### src/rtl/mult_booth_pkg.sv
// -----------------------------------------------------------------------------
// mult_booth_pkg
// Shared MIPS arithmetic components package. Holds the state encodings and
// constants used by the multi-cycle HI/LO units (Booth multiplier, divider).
// No ports; import with "import mult_booth_pkg::*;".
// -----------------------------------------------------------------------------
package mult_booth_pkg;

    // Multiplier control FSM states
    typedef enum logic [1:0] {
        MULT_IDLE = 2'b00,
        MULT_RUN  = 2'b01,
        MULT_DONE = 2'b10
    } mult_state_t;

    // Divider control FSM states (the divider shares this package)
    typedef enum logic [1:0] {
        DIV_IDLE = 2'b00,
        DIV_RUN  = 2'b01,
        DIV_DONE = 2'b10
    } div_state_t;

    // Booth recoding of {Q0, Q-1}
    localparam logic [1:0] BOOTH_NOP_LO = 2'b00;
    localparam logic [1:0] BOOTH_ADD    = 2'b01;
    localparam logic [1:0] BOOTH_SUB    = 2'b10;
    localparam logic [1:0] BOOTH_NOP_HI = 2'b11;

endpackage

### src/rtl/mult_booth_step.sv
// -----------------------------------------------------------------------------
// booth_step
// Combinational datapath for one radix-2 Booth iteration: conditional
// add/subtract of M into A, followed by an arithmetic right shift of
// {A, Q, Q-1}. All arithmetic is WIDTH+1 bits; carries out are dropped.
// Ports:
//   a_i, q_i, m_i  current accumulator, multiplier shift register, multiplicand
//   qm1_i          current Q-1 bit
//   a_o, q_o       accumulator and multiplier after add and shift
//   qm1_o          new Q-1 bit (old Q0)
// -----------------------------------------------------------------------------
module booth_step
    import mult_booth_pkg::*;
#(
    parameter int WIDTH = 32
) (
    input  logic [WIDTH:0] a_i,
    input  logic [WIDTH:0] q_i,
    input  logic [WIDTH:0] m_i,
    input  logic           qm1_i,
    output logic [WIDTH:0] a_o,
    output logic [WIDTH:0] q_o,
    output logic           qm1_o
);

    logic [WIDTH:0] sum_s;

    // Booth add/subtract selection then arithmetic shift of {A,Q,Q-1}
    always_comb begin
        sum_s = a_i;
        case ({q_i[0], qm1_i})
            BOOTH_ADD:    sum_s = a_i + m_i;
            BOOTH_SUB:    sum_s = a_i - m_i;
            BOOTH_NOP_LO: sum_s = a_i;
            BOOTH_NOP_HI: sum_s = a_i;
            default:      sum_s = a_i;
        endcase
        a_o   = {sum_s[WIDTH], sum_s[WIDTH:1]};
        q_o   = {sum_s[0], q_i[WIDTH:1]};
        qm1_o = q_i[0];
    end

endmodule

### src/rtl/mult_booth.sv
// -----------------------------------------------------------------------------
// mult_booth
// Multi-cycle radix-2 Booth multiplier feeding the HI/LO registers (mult and
// multu). Operands are extended by one bit (sign or zero) so a single signed
// Booth engine of WIDTH+1 bits serves both flavours; the low 2*WIDTH bits of
// the (2*WIDTH+2)-bit result are the exact product in either case.
// All state updates on the falling clock edge, like the divider.
// Ports:
//   clk            clock (falling edge active)
//   reset          asynchronous active-high reset
//   MultStart      start request, sampled only while idle
//   MultSigned     1 = signed, 0 = unsigned; sampled with MultStart
//   multiplicando  first operand
//   multiplicador  second operand
//   hi, lo         upper/lower half of the product, held between completions
//   MultEnd        one-cycle completion pulse
//   MultBusy       high while an operation is in progress (RUN and DONE)
// -----------------------------------------------------------------------------
module mult_booth
    import mult_booth_pkg::*;
#(
    parameter int WIDTH = 32,
    parameter int STEPS = WIDTH + 1
) (
    input  logic             clk,
    input  logic             reset,
    input  logic             MultStart,
    input  logic             MultSigned,
    input  logic [WIDTH-1:0] multiplicando,
    input  logic [WIDTH-1:0] multiplicador,
    output logic [WIDTH-1:0] hi,
    output logic [WIDTH-1:0] lo,
    output logic             MultEnd,
    output logic             MultBusy
);

    localparam int CW = $clog2(STEPS + 1);

    mult_state_t      state_q, state_d;
    logic [WIDTH:0]   a_q, a_d;
    logic [WIDTH:0]   q_q, q_d;
    logic [WIDTH:0]   m_q, m_d;
    logic             qm1_q, qm1_d;
    logic [CW-1:0]    cnt_q, cnt_d;
    logic [WIDTH-1:0] hi_q, hi_d;
    logic [WIDTH-1:0] lo_q, lo_d;
    logic             end_q, end_d;
    logic             busy_q, busy_d;

    logic [WIDTH:0]   step_a_s;
    logic [WIDTH:0]   step_q_s;
    logic             step_qm1_s;

    booth_step #(
        .WIDTH (WIDTH)
    ) u_step (
        .a_i   (a_q),
        .q_i   (q_q),
        .m_i   (m_q),
        .qm1_i (qm1_q),
        .a_o   (step_a_s),
        .q_o   (step_q_s),
        .qm1_o (step_qm1_s)
    );

    // State and datapath registers, falling-edge with async reset
    always_ff @(negedge clk or posedge reset) begin
        if (reset) begin
            state_q <= MULT_IDLE;
            a_q     <= '0;
            q_q     <= '0;
            m_q     <= '0;
            qm1_q   <= 1'b0;
            cnt_q   <= '0;
            hi_q    <= '0;
            lo_q    <= '0;
            end_q   <= 1'b0;
            busy_q  <= 1'b0;
        end else begin
            state_q <= state_d;
            a_q     <= a_d;
            q_q     <= q_d;
            m_q     <= m_d;
            qm1_q   <= qm1_d;
            cnt_q   <= cnt_d;
            hi_q    <= hi_d;
            lo_q    <= lo_d;
            end_q   <= end_d;
            busy_q  <= busy_d;
        end
    end

    // Next-state, datapath and registered-output logic
    always_comb begin
        state_d = state_q;
        a_d     = a_q;
        q_d     = q_q;
        m_d     = m_q;
        qm1_d   = qm1_q;
        cnt_d   = cnt_q;
        hi_d    = hi_q;
        lo_d    = lo_q;
        end_d   = 1'b0;

        case (state_q)
            MULT_IDLE: begin
                if (MultStart) begin
                    m_d     = {MultSigned & multiplicando[WIDTH-1], multiplicando};
                    q_d     = {MultSigned & multiplicador[WIDTH-1], multiplicador};
                    a_d     = '0;
                    qm1_d   = 1'b0;
                    cnt_d   = '0;
                    state_d = MULT_RUN;
                end else begin
                    state_d = MULT_IDLE;
                end
            end
            MULT_RUN: begin
                if (cnt_q == CW'(STEPS)) begin
                    // Low 2*WIDTH bits of {A,Q}: A[WIDTH-2:0], then all of Q
                    hi_d    = {a_q[WIDTH-2:0], q_q[WIDTH]};
                    lo_d    = q_q[WIDTH-1:0];
                    end_d   = 1'b1;
                    state_d = MULT_DONE;
                end else begin
                    a_d   = step_a_s;
                    q_d   = step_q_s;
                    qm1_d = step_qm1_s;
                    cnt_d = cnt_q + CW'(1);
                end
            end
            MULT_DONE: begin
                state_d = MULT_IDLE;
            end
            default: begin
                state_d = MULT_IDLE;
            end
        endcase

        busy_d = (state_d != MULT_IDLE);
    end

    assign hi       = hi_q;
    assign lo       = lo_q;
    assign MultEnd  = end_q;
    assign MultBusy = busy_q;

endmodule

### config.mk
export PLATFORM = sky130hd
export DESIGN_NAME = mult_booth
export DESIGN_NICKNAME = d
export VERILOG_FILES = /design/src/rtl/mult_booth_pkg.sv /design/src/rtl/mult_booth_step.sv /design/src/rtl/mult_booth.sv
export SDC_FILE = /design/constraint.sdc
export NUM_CORES = 1
export LEC_CHECK = 0
export BUFFER_PORTS_ARGS = -buffer_cell sky130_fd_sc_hd__buf_2
export CAP_MARGIN = 0
export CELL_PAD_IN_SITES_DETAIL_PLACEMENT = 0
export CELL_PAD_IN_SITES_GLOBAL_PLACEMENT = 1
export CORE_MARGIN = 5
export CORE_UTILIZATION = 30
export DETAILED_ROUTE_END_ITERATION = 10
export PLACE_DENSITY = 0.67
export REMOVE_ABC_BUFFERS = 1
export SYNTH_ARGS = -nofsm -noshare
export SYNTH_HDL_FRONTEND = slang
export SYNTH_HIERARCHICAL = 1
export SYNTH_SLANG_ARGS = --single-unit
### constraint.sdc
create_clock -name clk -period 5.95 [get_ports clk]
set_input_delay 0.595 -clock clk [delete_from_list [all_inputs] [get_ports clk]]
set_output_delay 0.595 -clock clk [all_outputs]
set_load 0.02 [all_outputs]
==> run summary <==
Area grow syn2layout: 13.7%
Fmax: 205 MHz
Vias in the first global route: 8113
Area leader, netlist: dfrtn_1
Main flop type after synthesis: dfrtn_1
RSZ-0062 raised after global routing: no
Initial core utilization: 30.1%
Fin. max-slew vios: 0
Area of the multi-input gates: 0.00568 sq mm
Part of the Yosys area used for sequential elements: 41.0%
YS warnings: 6
Clock transition at path regs: 0.06 ns
# clock sinks: 174
Fill cell count: 3607
Avg Cell Area, Syn: 10.4 sq um
Global-route wire length before repair: 43900 um
DIE HEIGHT: 198 um
Setup violations, final: 0
Buffers on Ports: 133
Max-cap viol count: 0
Die area: 0.0393 sq mm
Synth Cell Area: 0.0106 sq mm
CTS H-Tree Depth: 4
I/O pin count: 134
Clk buf depth: 2
Most frequent cells in the layout: dfrtn_1, mux2_2, buf_2, nand2_1, o21ai_0
Worst slack, placed: 0.699 ns
Detailed Place HPWL: 18500 um
Iteration-0 DRC Markers: 401
PostCTS Resize Cnt: 0
Final WL: 26900 um
Syn Inst Count: 1022
Cell row count: 69
Vias: 7821
Clk Latency, worst-skew pair: 0.41 ns
Largest stage delay, worst path: 0.52 ns
DRT antenna net count: 0
Tightest slew margin relative to the limit: 30.4%
Setup TNS: 0 ns
Post-synth EDFFs: 0
Root buffer selected by CTS: clkbuf_16
Count of different cell masters after synthesis: 75
Fraction of layout cells with a size suffix above 1: 32.2%
Core area: 0.0353 sq mm
Synth area leaders: dfrtn_1, mux2_2, ha_1
CP arrival: 8.09 ns
WL met1: 12400 um
Minimum clock period: 4.88 ns
Worst Path Required: 9.16 ns
Initial antenna violation count: 8
Worst Path Class, Setup: flop to flop
Startpoint types: flop
Non-Filler Instances: 1572
Largest net degree at the start of global routing: 83
CP top delay family: simple AND/OR/NAND/NOR gates
Post-synthesis async set-or-reset flop share: 100%
Die width: 198 um
Critical path depth: 20
Critical Path Sink Type: flop
Synth top area share: 41.0%
Postcts setup bufs: 0
Total global routing overflow: 0
Max Used Layer: met5
Worst path most repeated cell: nor2_1
Routed wl met3: 2100 um
Met2 WL: 12100 um
Inst Count DP: 1538
CTS buffer count: 17
Largest fanout on the critical path: 6
CTS tree: built
Final period util: 82.0%
Via-to-Cell Ratio: 4.98
Critical-path cell list: nor3_1 -> nand3_1 -> nor4_1 -> and3b_1 -> nand2_1 -> nor2_1 -> nor2_1 -> xnor2_1 -> ha_1 -> nand3_1 -> nor2_1 -> nor3_1 -> nor3b_1 -> a211oi_1 -> nor2_1 -> o41ai_2 -> o221a_1 -> nand4_1 -> nand2_1 -> o21ai_0
Slowest stage cell, crit path: nor4_1
#FFs+latches synth: 174
WP buf/inv: 0
Worst hold stages: 1
Worst-case reg-to-reg path depth: 20
WL/cell: 17.1 um
Endpoints failing hold: 0
Worst setup margin: 1.07 ns
Most common cell after layout, fill and taps aside: dfrtn_1
Skew final: 0.0102 ns
Total GRT Usage: 13.9%
# hold bufs at CTS: 0
Total iterations of the first detailed-routing run: 4
Worst Max-Slew Pin Slew: 1.04 ns
Final GP Congestion: 0.818
Nets: 1201
Drt drc: 0
Status: completed
Hold Path Class: flop to flop
Storage cell area: 0.00435 sq mm
-- worst register-to-register path: stages, from the launching register on --
cell and delay [ns]:
dfrtn_1 0.41, nor3_1 0.26, nand3_1 0.17, nor4_1 0.52
and3b_1 0.40, nand2_1 0.14, nor2_1 0.11, nor2_1 0.06
xnor2_1 0.16, ha_1 0.36, nand3_1 0.14, nor2_1 0.06
nor3_1 0.31, nor3b_1 0.13, a211oi_1 0.37, nor2_1 0.14
o41ai_2 0.44, o221a_1 0.27, nand4_1 0.12, nand2_1 0.09
o21ai_0 0.07
-- state kept, by name (all words and copies together), names as in the netlist --
signal,flops
m_q,33
cnt_q,6
MultBusy,1
a_q,33
MultEnd,1
state_q,2
qm1_q,1
lo,32
hi,32
q_q,33
-- through the flow --
step,util (%),instance area (sq um),hold slack (ns)
3_5_place_dp,32.5,11500,0.450
6_report,34.2,12100,0.446
4_1_cts,34.2,12100,0.450
2_1_floorplan,-,10100,0.430
5_1_grt,34.2,12100,0.461
3_3_place_gp,32.5,11500,0.446
-- cell usage after synthesis (10+ instances only) --
library cell	number
a21o_1	16
a32oi_1	34
nor2_1	37
o21ai_0	63
buf_2	11
and2_1	37
mux2_2	154
clkbuf_1	30
buf_4	40
nand3_1	12
nand2_1	97
ha_1	36
nor3_1	19
o21ai_1	10
inv_1	22
a21oi_1	39
xor2_1	10
xnor2_1	43
dfrtn_1	174
-- logic make-up (layout without fill, tap and decap cells) --
family | after synthesis | count (layout) | synth area share [%]
AOI/OAI and AO/OA | 223 | 223 | 14.2
muxes | 166 | 166 | 17.5
and+or+nand+nor | 256 | 256 | 12.6
buffers and inverters | 112 | 199 | 5.80
xor gates and xnor gates | 54 | 54 | 4.52
other | 0 | 2 | 0
adders and majority gates | 37 | 37 | 4.43
DFF | 174 | 174 | 41.0
-- metal layers --
layer,GRT usage [%],up-vias
li1,-,3816
met3,5.62,27
met2,21.8,148
met4,2.88,12
met1,18.2,3818
met5,0,-
-- layout make-up --
class | count | area share, %
multi-input cells | 736 | 47.0
diodes | 2 | 0.0414
inverters | 22 | 0.725
flip-flops and latches | 174 | 36.0
well taps | 461 | 4.77
clock inverters | 15 | 1.45
clock buffers | 17 | 3.52
repair buffers | 145 | 6.46
-- final timing paths --
| path | endpoint | slack, ns | startpoint |
|---|---|---|---|
| max | a_q[31] | 1.07 | m_q[4] |
| min | hi[22] | 0.45 | hi[22] |
| max reg2reg | a_q[31] | 1.07 | m_q[4] |
| min reg2reg | hi[22] | 0.45 | hi[22] |
| max in group asynchronous | m_q[20] | 2.07 | reset |
| min in group asynchronous | hi[2] | 3.10 | reset |
Power is left out: the tool's default activity adds up to more than one toggle a clock period on the data nets, which glitch-free logic cannot reach.
